==> src/rtl/seg7_pkg.sv <==
// Shared constants for the 7-segment scan receiver: active-low segment
// patterns (abcdefg, bit 6 = a), the illegal-digit code and the FSM states.
package seg7_pkg;

    localparam logic [6:0] SEG_0 = 7'b0000001;
    localparam logic [6:0] SEG_1 = 7'b1001111;
    localparam logic [6:0] SEG_2 = 7'b0010010;
    localparam logic [6:0] SEG_3 = 7'b0000110;
    localparam logic [6:0] SEG_4 = 7'b1001100;
    localparam logic [6:0] SEG_5 = 7'b0100100;
    localparam logic [6:0] SEG_6 = 7'b0100000;
    localparam logic [6:0] SEG_7 = 7'b0001111;
    localparam logic [6:0] SEG_8 = 7'b0000000;
    localparam logic [6:0] SEG_9 = 7'b0000100;

    localparam logic [3:0] BCD_ILLEGAL = 4'hF;

    typedef enum logic [1:0] {
        S_WAIT,
        S_STABLE,
        S_DONE
    } state_t;

endpackage

==> src/rtl/seg7_decode.sv <==
// Combinational segment-to-BCD decoder; anything that is not one of the ten
// digit patterns decodes to BCD_ILLEGAL with the illegal flag raised.
module seg7_decode
    import seg7_pkg::*;
(
    input  logic [6:0] seg,
    output logic [3:0] bcd,
    output logic       illegal
);

    always_comb begin
        bcd     = BCD_ILLEGAL;
        illegal = 1'b0;
        case (seg)
            SEG_0:   bcd = 4'd0;
            SEG_1:   bcd = 4'd1;
            SEG_2:   bcd = 4'd2;
            SEG_3:   bcd = 4'd3;
            SEG_4:   bcd = 4'd4;
            SEG_5:   bcd = 4'd5;
            SEG_6:   bcd = 4'd6;
            SEG_7:   bcd = 4'd7;
            SEG_8:   bcd = 4'd8;
            SEG_9:   bcd = 4'd9;
            default: illegal = 1'b1;
        endcase
    end

endmodule

==> src/rtl/seg7_scan_rx.sv <==
// Captures a multiplexed 7-segment scan bus: debounces each digit-select /
// segment pattern, decodes it, assembles a frame and offers it on valid/ready.
module seg7_scan_rx
    import seg7_pkg::*;
#(
    parameter int NDIG       = 4,
    parameter int STABLE_CYC = 8
) (
    input  logic              clk,
    input  logic              rst,
    input  logic [NDIG-1:0]   an,
    input  logic [6:0]        seg,
    output logic              out_valid,
    input  logic              out_ready,
    output logic [4*NDIG-1:0] out_digits,
    output logic [NDIG-1:0]   out_err,
    output logic              overrun
);

    // Counter value on the edge before it would reach STABLE_CYC.
    localparam logic [7:0] CAP_CNT = 8'(STABLE_CYC - 1);

    logic [NDIG-1:0]   an_p0;
    logic [6:0]        seg_p0;
    logic              legal_p0;
    logic              match_p0;

    state_t            state;
    logic [7:0]        cnt;
    logic [NDIG-1:0]   cand_an;
    logic [6:0]        cand_seg;
    logic              capture;

    logic [3:0]        dec_bcd;
    logic              dec_illegal;

    logic [NDIG-1:0]   mask;
    logic              frame_full;
    logic [4*NDIG-1:0] stage_digits;
    logic [NDIG-1:0]   stage_err;

    // ---- stage p0: register the raw bus ----
    always_ff @(posedge clk) begin
        an_p0  <= an;
        seg_p0 <= seg;
    end

    assign legal_p0 = $onehot(~an_p0);
    assign match_p0 = (an_p0 == cand_an) && (seg_p0 == cand_seg);
    assign capture  = (state == S_STABLE) && match_p0 && (cnt == CAP_CNT);

    // ---- stage p1: stability FSM on the registered sample ----
    always_ff @(posedge clk) begin
        if (rst) begin
            state <= S_WAIT;
            cnt   <= 8'd0;
        end else begin
            case (state)
                S_WAIT: begin
                    if (legal_p0) begin
                        cand_an  <= an_p0;
                        cand_seg <= seg_p0;
                        cnt      <= 8'd1;
                        state    <= S_STABLE;
                    end
                end
                S_STABLE, S_DONE: begin
                    if (match_p0) begin
                        // S_DONE holds here so a steady pattern is captured once.
                        if (state == S_STABLE) begin
                            cnt <= cnt + 8'd1;
                            if (capture)
                                state <= S_DONE;
                        end
                    end else if (legal_p0) begin
                        cand_an  <= an_p0;
                        cand_seg <= seg_p0;
                        cnt      <= 8'd1;
                        state    <= S_STABLE;
                    end else begin
                        state <= S_WAIT;
                    end
                end
                default: state <= S_WAIT;
            endcase
        end
    end

    seg7_decode u_decode (
        .seg     (cand_seg),
        .bcd     (dec_bcd),
        .illegal (dec_illegal)
    );

    // ---- stage p2: per-position staging and capture mask ----
    always_ff @(posedge clk) begin
        if (capture) begin
            for (int i = 0; i < NDIG; i++) begin
                if (!cand_an[i]) begin
                    stage_digits[4*i +: 4] <= dec_bcd;
                    stage_err[i]           <= dec_illegal;
                end
            end
        end
    end

    assign frame_full = &mask;

    always_ff @(posedge clk) begin
        if (rst)
            mask <= '0;
        else if (frame_full)
            mask <= '0;
        else if (capture)
            mask <= mask | ~cand_an;
    end

    // ---- stage p3: output frame register and handshake ----
    always_ff @(posedge clk) begin
        if (rst) begin
            out_valid  <= 1'b0;
            out_digits <= '0;
            out_err    <= '0;
            overrun    <= 1'b0;
        end else if (frame_full) begin
            if (!out_valid || out_ready) begin
                out_digits <= stage_digits;
                out_err    <= stage_err;
                out_valid  <= 1'b1;
            end else begin
                overrun <= 1'b1;
            end
        end else if (out_valid && out_ready) begin
            out_valid <= 1'b0;
        end
    end

endmodule
==> config.mk <==
export PLATFORM = sky130hd
export DESIGN_NAME = seg7_scan_rx
export DESIGN_NICKNAME = d
export VERILOG_FILES = /design/src/rtl/seg7_pkg.sv /design/src/rtl/seg7_decode.sv /design/src/rtl/seg7_scan_rx.sv
export SDC_FILE = /design/constraint.sdc
export NUM_CORES = 1
export LEC_CHECK = 0
export BUFFER_PORTS_ARGS = -buffer_cell sky130_fd_sc_hd__buf_2
export CORE_AREA = 2 2 96 98
export CTS_CLUSTER_SIZE = 10
export DETAILED_ROUTE_END_ITERATION = 6
export DIE_AREA = 0 0 98 100
export PLACE_DENSITY = 0.58
export RECOVER_POWER = 50
export SYNTH_ARGS = -nofsm -noshare
export SYNTH_HDL_FRONTEND = slang
export SYNTH_SLANG_ARGS = --single-unit
==> constraint.sdc <==
create_clock -name clk -period 5.2 [get_ports clk]
set_input_delay 1.04 -clock clk [delete_from_list [all_inputs] [get_ports clk]]
set_output_delay 1.04 -clock clk [all_outputs]
set_load 0.03 [all_outputs]
# [After elaboration in Yosys (flattened, before gate mapping)]
# Cells that the tools add are included.
[totals] register_bits=78 in_bits=14 output_inout_bits=22 elab_cells=97
[op_classes] n_addsub=4 n_eq_ne=20 n_mux=21 bitwise_logic=9 reduce_logical=24
[op_table] cell="4-bit case mux with 10 select lines" count=1
[op_table] cell="8-bit two-way mux" count=3
[op_table] cell="8-bit case mux with 2 select lines" count=1
[op_table] cell="7-bit by 3-bit == test with 1-bit output (second input constant)" count=2
[op_table] cell="7-bit by 6-bit == test with 1-bit output (second input constant)" count=2
[op_table] cell="7-bit == test (second input constant)" count=2
[op_table] cell="7-bit two-way mux" count=2
[op_table] cell="7-bit case mux with 2 select lines" count=1
[op_table] cell="2-bit AND reduction" count=6
[op_table] cell="5-bit AND reduction" count=2
[op_table] cell="10-bit OR reduction" count=1
[op_table] cell="8-bit by 1-bit adder with 8-bit output (second input constant)" count=1
[op_table] cell="8-bit by 3-bit == test with 1-bit output (second input constant)" count=1
[op_table] cell="2-bit two-way mux" count=4
[op_table] cell="4-bit two-way mux" count=2
[op_table] cell="4-bit NOT" count=2
[op_table] cell="4-bit case mux with 2 select lines" count=1
[op_table] cell="7-bit by 1-bit == test with 1-bit output (second input constant)" count=1
[op_table] cell="7-bit by 4-bit == test with 1-bit output (second input constant)" count=1
[op_table] cell="7-bit by 5-bit == test with 1-bit output (second input constant)" count=1
[op_table] cell="7-bit == test" count=1
[op_table] cell="7-bit logical NOT" count=1
[op_table] cell="3-bit inequality test (second input constant)" count=2
[op_table] cell="1-bit NOT" count=6
[op_table] cell="19 further kinds" count=31

# [Longest topological paths before layout]
[logic_depth] depth_word=8 ltp_mapped=9 depth_no_buf=9

# [By module]
# A second synthesis with hierarchy kept.
[hier_totals] hier_cells=300 hier_area_um2=3176.8
[by_module_without_submodules] module="seg7_scan_rx" instances=1 cells_per_inst=271 area_each_um2=2977.9 seq_area_each_um2=1871.8
[by_module_without_submodules] module="seg7_decode" instances=1 cells_per_inst=29 area_each_um2=198.9 seq_area_each_um2=0.0

# [Worst setup path before layout]
# Ideal clock, no wire load.
[synth_path] kind="reg-to-reg" startpoint="register an_p0[0]" endpoint="register cand_an[0] (enable)" setup_time_ns=0.441 arrival_time_ns=3.485 t_required_ns=4.759 slack_ns=1.274 stages_incl_launch_ff=8 path_buffers=0 period_less_slack_ns=3.926 path_cell_list="dfxtp_1 fa_1 inv_1 ha_1 ha_1 nor2_1 nand2_1 a2111oi_0"
[synth_via] elab_chain_len=4
[synth_rtl] item="start: declaration" line="seg7_scan_rx.sv:23" rtl="logic [NDIG-1:0] an_p0;"
[synth_rtl] item="start signal: assignment" line="seg7_scan_rx.sv:44" rtl="an_p0 <= an;"
[synth_rtl] item="4-bit == test" line="seg7_scan_rx.sv:49" rtl="assign match_p0 = (an_p0 == cand_an) && (seg_p0 == cand_seg);"
[synth_rtl] item="1-bit logical AND" line="seg7_scan_rx.sv:49"
[synth_rtl] item="2-bit inequality test (no source line)"
[synth_rtl] item="3-bit AND reduction (no source line)"
[synth_rtl] item="end signal: assignment" line="seg7_scan_rx.sv:61" rtl="cand_an <= an_p0;"
[synth_rtl] item="end signal: assignment" line="seg7_scan_rx.sv:76" rtl="cand_an <= an_p0;"
[synth_rtl] item="end: declaration" line="seg7_scan_rx.sv:30" rtl="logic [NDIG-1:0] cand_an;"
# Every way passes these cells.
# A chain may end at the register's enable or synchronous reset.

# [Worst setup path after layout]
[layout_path] startpoint="register an_p0[0]" endpoint="register cnt[7]"
[layout_via] elab_chain_len=7 word_cells_on_any_way=11 classes_between="2 x add/sub; 3 x eq/ne; 3 x mux; 1 x bitwise; 2 x reduce/logical"
[layout_rtl] item="4-bit NOT" line="seg7_scan_rx.sv:48" rtl="assign legal_p0 = $onehot(~an_p0);"
[layout_rtl] item="1-bit by 1-bit adder with 2-bit output (implied by the code)" line="seg7_scan_rx.sv:48"
[layout_rtl] item="2-bit by 2-bit adder with 3-bit output (implied by the code)" line="seg7_scan_rx.sv:48"
[layout_rtl] item="3-bit by 1-bit == test with 1-bit output" line="seg7_scan_rx.sv:48"
[layout_rtl] item="8-bit two-way mux"
[layout_rtl] item="8-bit two-way mux" line="seg7_scan_rx.sv:68" rtl="if (match_p0) begin"
[layout_rtl] item="8-bit case mux with 2 select lines" line="seg7_scan_rx.sv:58" rtl="case (state)"
[layout_rtl] item="end signal: assignment" line="seg7_scan_rx.sv:71" rtl="cnt <= cnt + 8'd1;"
[layout_rtl] item="end: declaration" line="seg7_scan_rx.sv:29" rtl="logic [7:0] cnt;"
# Parallel ways exist; a longest one is shown, timed or not.

==> run summary <==
status = complete, but fails checks
failing checks = capacitance limit, slew limit
Tightest Hold Check Type = reg -> reg
Setup-failing EPs final = 0
endpoint class of the critical path = flop
Post-CTS Setup Bufs = 0
DR iter-0 viols = 92
max-slew violations = 33
final number of hold-violating endpoints = 0
register area = 0.00187 mm²
worst setup path end = cnt[7]$_SDFFE_PP0P_
Clock Skews = 11.7 ps
Post-CTS Hold Fix Bufs = 0
Critical Path Source Type = flop
top cells by area, synth = dfxtp_1 (27%), edfxtp_1 (27%), nand2_1 (6.1%), a21oi_1 (4.2%), xnor2_4 (3.2%)
crit share post-route = 55.6%
total chip power = 1.27 mW
DRC viols = 0
fill count = 889
global-route wire length before repair = 10.6 mm
Most common cell on crit path = ha_1
cells on worst reg2reg path = 9
Clock Latency Late Sink = 350 ps
worst reg-to-reg setup slack = 2310 ps
syn_nets = 328
Die Span X = 98 µm
GP Congestion = 0.797
TritonCTS clock tree = built
Largest stage delay, worst path = 620 ps
Rel. slew slack = -1.36%
leakage power = 1.25 nW
Worst R2R End = cnt[7]$_SDFFE_PP0P_
largest net degree at the start of global routing = 33
HPWL Detailed = 4.48 mm
highest-delay cell along the critical path = nor3b_1
Routed WL per cell = 14.4 µm
fin cells = 453
maximum vdd drop = 0.000176 V
EDFF count, synth = 31
Max-cap violations = 1
Critical Path Fanout Max = 6
critical path class = reg -> reg
Total Routing Usage GR = 13.6%
area occupied by multi-input gates = 0.00141 mm²
Seq/Total Area, Yosys = 54.6%
initial antenna violation count = 0
CP Data Arrival Time = 3130 ps
Cell variety after synth = 54
Clock Sinks = 78
pre-CTS setup slack = 2290 ps
Root Driver = clkbuf_8
clk slew on worst S/H paths = 80 ps
RR Startpoint = an_p0[0]$_DFF_P_
CP required = 5440 ps
crit path from = an_p0[0]$_DFF_P_
antenna-violating nets left = 0
Site Rows = 35
worst path bufs/invs = 1
Inserted Clock Buffers = 9
ANT cells = 0
Top FF cell, synth = dfxtp_1
core footprint = 0.00889 mm²
Layout area overhead = 11.5%
Pwr per Cell Area = 333 mW/mm²
gate count of the mapped netlist = 307
count leader, synth = nand2_1
PnR worst setup slack = 2310 ps
gr ovfl total = 0
port bufs = 35
post-synth top area share = 27.5%
clock buffer depth = 2
Post-Route Setup TNS = 0 ps
setup repair after global routing missed its margin = false
vias in the first global route = 2126
num ports = 36
nets = 358
post-layout util = 43.0%
Mapped Area = 0.00343 mm²
Cells after DPL = 437
Tmin final = 2890 ps
H-tree levels = 3
1st-pass router iterations = 4
Die H = 100 µm
Initial Util = 38.5%
#FFs+latches synth = 78
CP top delay family = simple AND/OR/NAND/NOR gates
Worst path depth = 9
CP Cell Sequence = fa_1 -> inv_1 -> ha_1 -> ha_1 -> nor3b_1 -> nand3b_1 -> nand2_1 -> nor2_1 -> a211o_1
synth warn = 0
Fmax = 346 MHz
top cells by count, synth = nand2_1 (56), dfxtp_1 (47), edfxtp_1 (31)
PostCTS Resize Cnt = 0
vias = 2288
FFs w/ async S/R, synth = 0%
Vias per Instance = 5.05
area leader, netlist = dfxtp_1
share of cells above drive strength 1 = 14.6%
syn_area_per_cell = 11.2 µm²
Worst-Margin Slew = 1520 ps
WL final = 6.52 mm
Die Footprint = 0.00980 mm²
==> worst min-delay path, stage by stage (launching register included) <==
cell and delay [ps]:
dfxtp_1 320, nand2_1 50, a21oi_1 50
==> worst min-delay path by stage <==
stage                                startpoint                          end  slack [ps]  cells after the start
floorplan                  mask[0]$_SDFFE_PP0N_         mask[0]$_SDFFE_PP0N_         450                      1
global placement    out_digits[14]$_SDFFE_PP0P_  out_digits[14]$_SDFFE_PP0P_         440                      2
detailed placement      out_err[2]$_SDFFE_PP0P_      out_err[2]$_SDFFE_PP0P_         440                      2
CTS                     out_err[2]$_SDFFE_PP0P_      out_err[2]$_SDFFE_PP0P_         460                      2
global route        out_digits[12]$_SDFFE_PP0P_  out_digits[12]$_SDFFE_PP0P_         470                      2
finish              out_digits[14]$_SDFFE_PP0P_  out_digits[14]$_SDFFE_PP0P_         460                      2
==> stage by stage <==
step | instance area, µm² | hold WS, ps
2_1_floorplan | 3430 | 455
3_3_place_gp | 3640 | 441
3_5_place_dp | 3640 | 444
4_1_cts | 3850 | 456
5_1_grt | 3820 | 474
6_report | 3820 | 456
==> report_power, final <==
part	internal, mW	total (mW)	switching (mW)
Clock	0.251	0.477	0.226
Combinational	0.0495	0.125	0.0751
Sequential	0.650	0.671	0.0213
==> cells in the final DEF (no fill, tap or decap), types with 2 or more instances in the layout <==
cell type,count
and3_1,2
buf_2,12
a31oi_1,4
o22ai_1,2
nor3_1,3
xnor2_2,4
nand4_1,4
o21a_1,4
inv_1,9
a211oi_1,4
a211o_1,2
nand3b_1,5
nand4_4,2
nand4b_1,2
clkbuf_8,9
edfxtp_1,31
nand2_1,56
a21oi_1,29
dfxtp_1,47
nor2b_1,3
nor3_2,5
or3_1,2
clkbuf_1,24
ha_1,6
nand3_1,6
mux2i_1,2
nor3b_1,4
nand2b_1,3
clkinv_2,2
o21ai_0,5
nor4_1,5
a41oi_1,2
xnor2_1,3
xnor2_4,4
a2111oi_0,2
nor2_1,10
==> flip-flops by register name (all words and copies together) (netlist names), 2 cells and up <==
| register | count |
|---|---|
| out_digits | 16 |
| stage_digits | 16 |
| cnt | 8 |
| cand_seg | 7 |
| seg_p0 | 7 |
| an_p0 | 4 |
| cand_an | 4 |
| mask | 4 |
| out_err | 4 |
| stage_err | 4 |
| state | 2 |
==> final cells by class <==
cell class	instances	share of cell area, %
flip-flops and latches	78	49.0
multi-input cells	203	37.0
repair buffers	36	4.03
clock buffers	11	4.00
well taps	111	3.64
clock inverters	5	1.47
inverters	9	0.884
==> cells by family after synthesis <==
kind of cell | count (synthesis) | synth area share [%]
AOI/OAI and AO/OA | 62 | 11.7
xor gates and xnor gates | 11 | 5.88
adders and majority gates | 7 | 2.78
buffers and inverters | 26 | 4.31
DFF | 78 | 54.6
muxes | 3 | 0.913
and+or+nand+nor | 120 | 19.8
==> routing by layer <==
metal	part of all wire, %	vias to the layer above	track usage (%)
li1	-	1161	-
met1	49	1058	18.1
met2	45	63	21.1
met3	4.9	6	4.60
met4	1.1	0	4.59
met5	0	-	0
(Power assumes the default switching activity.)
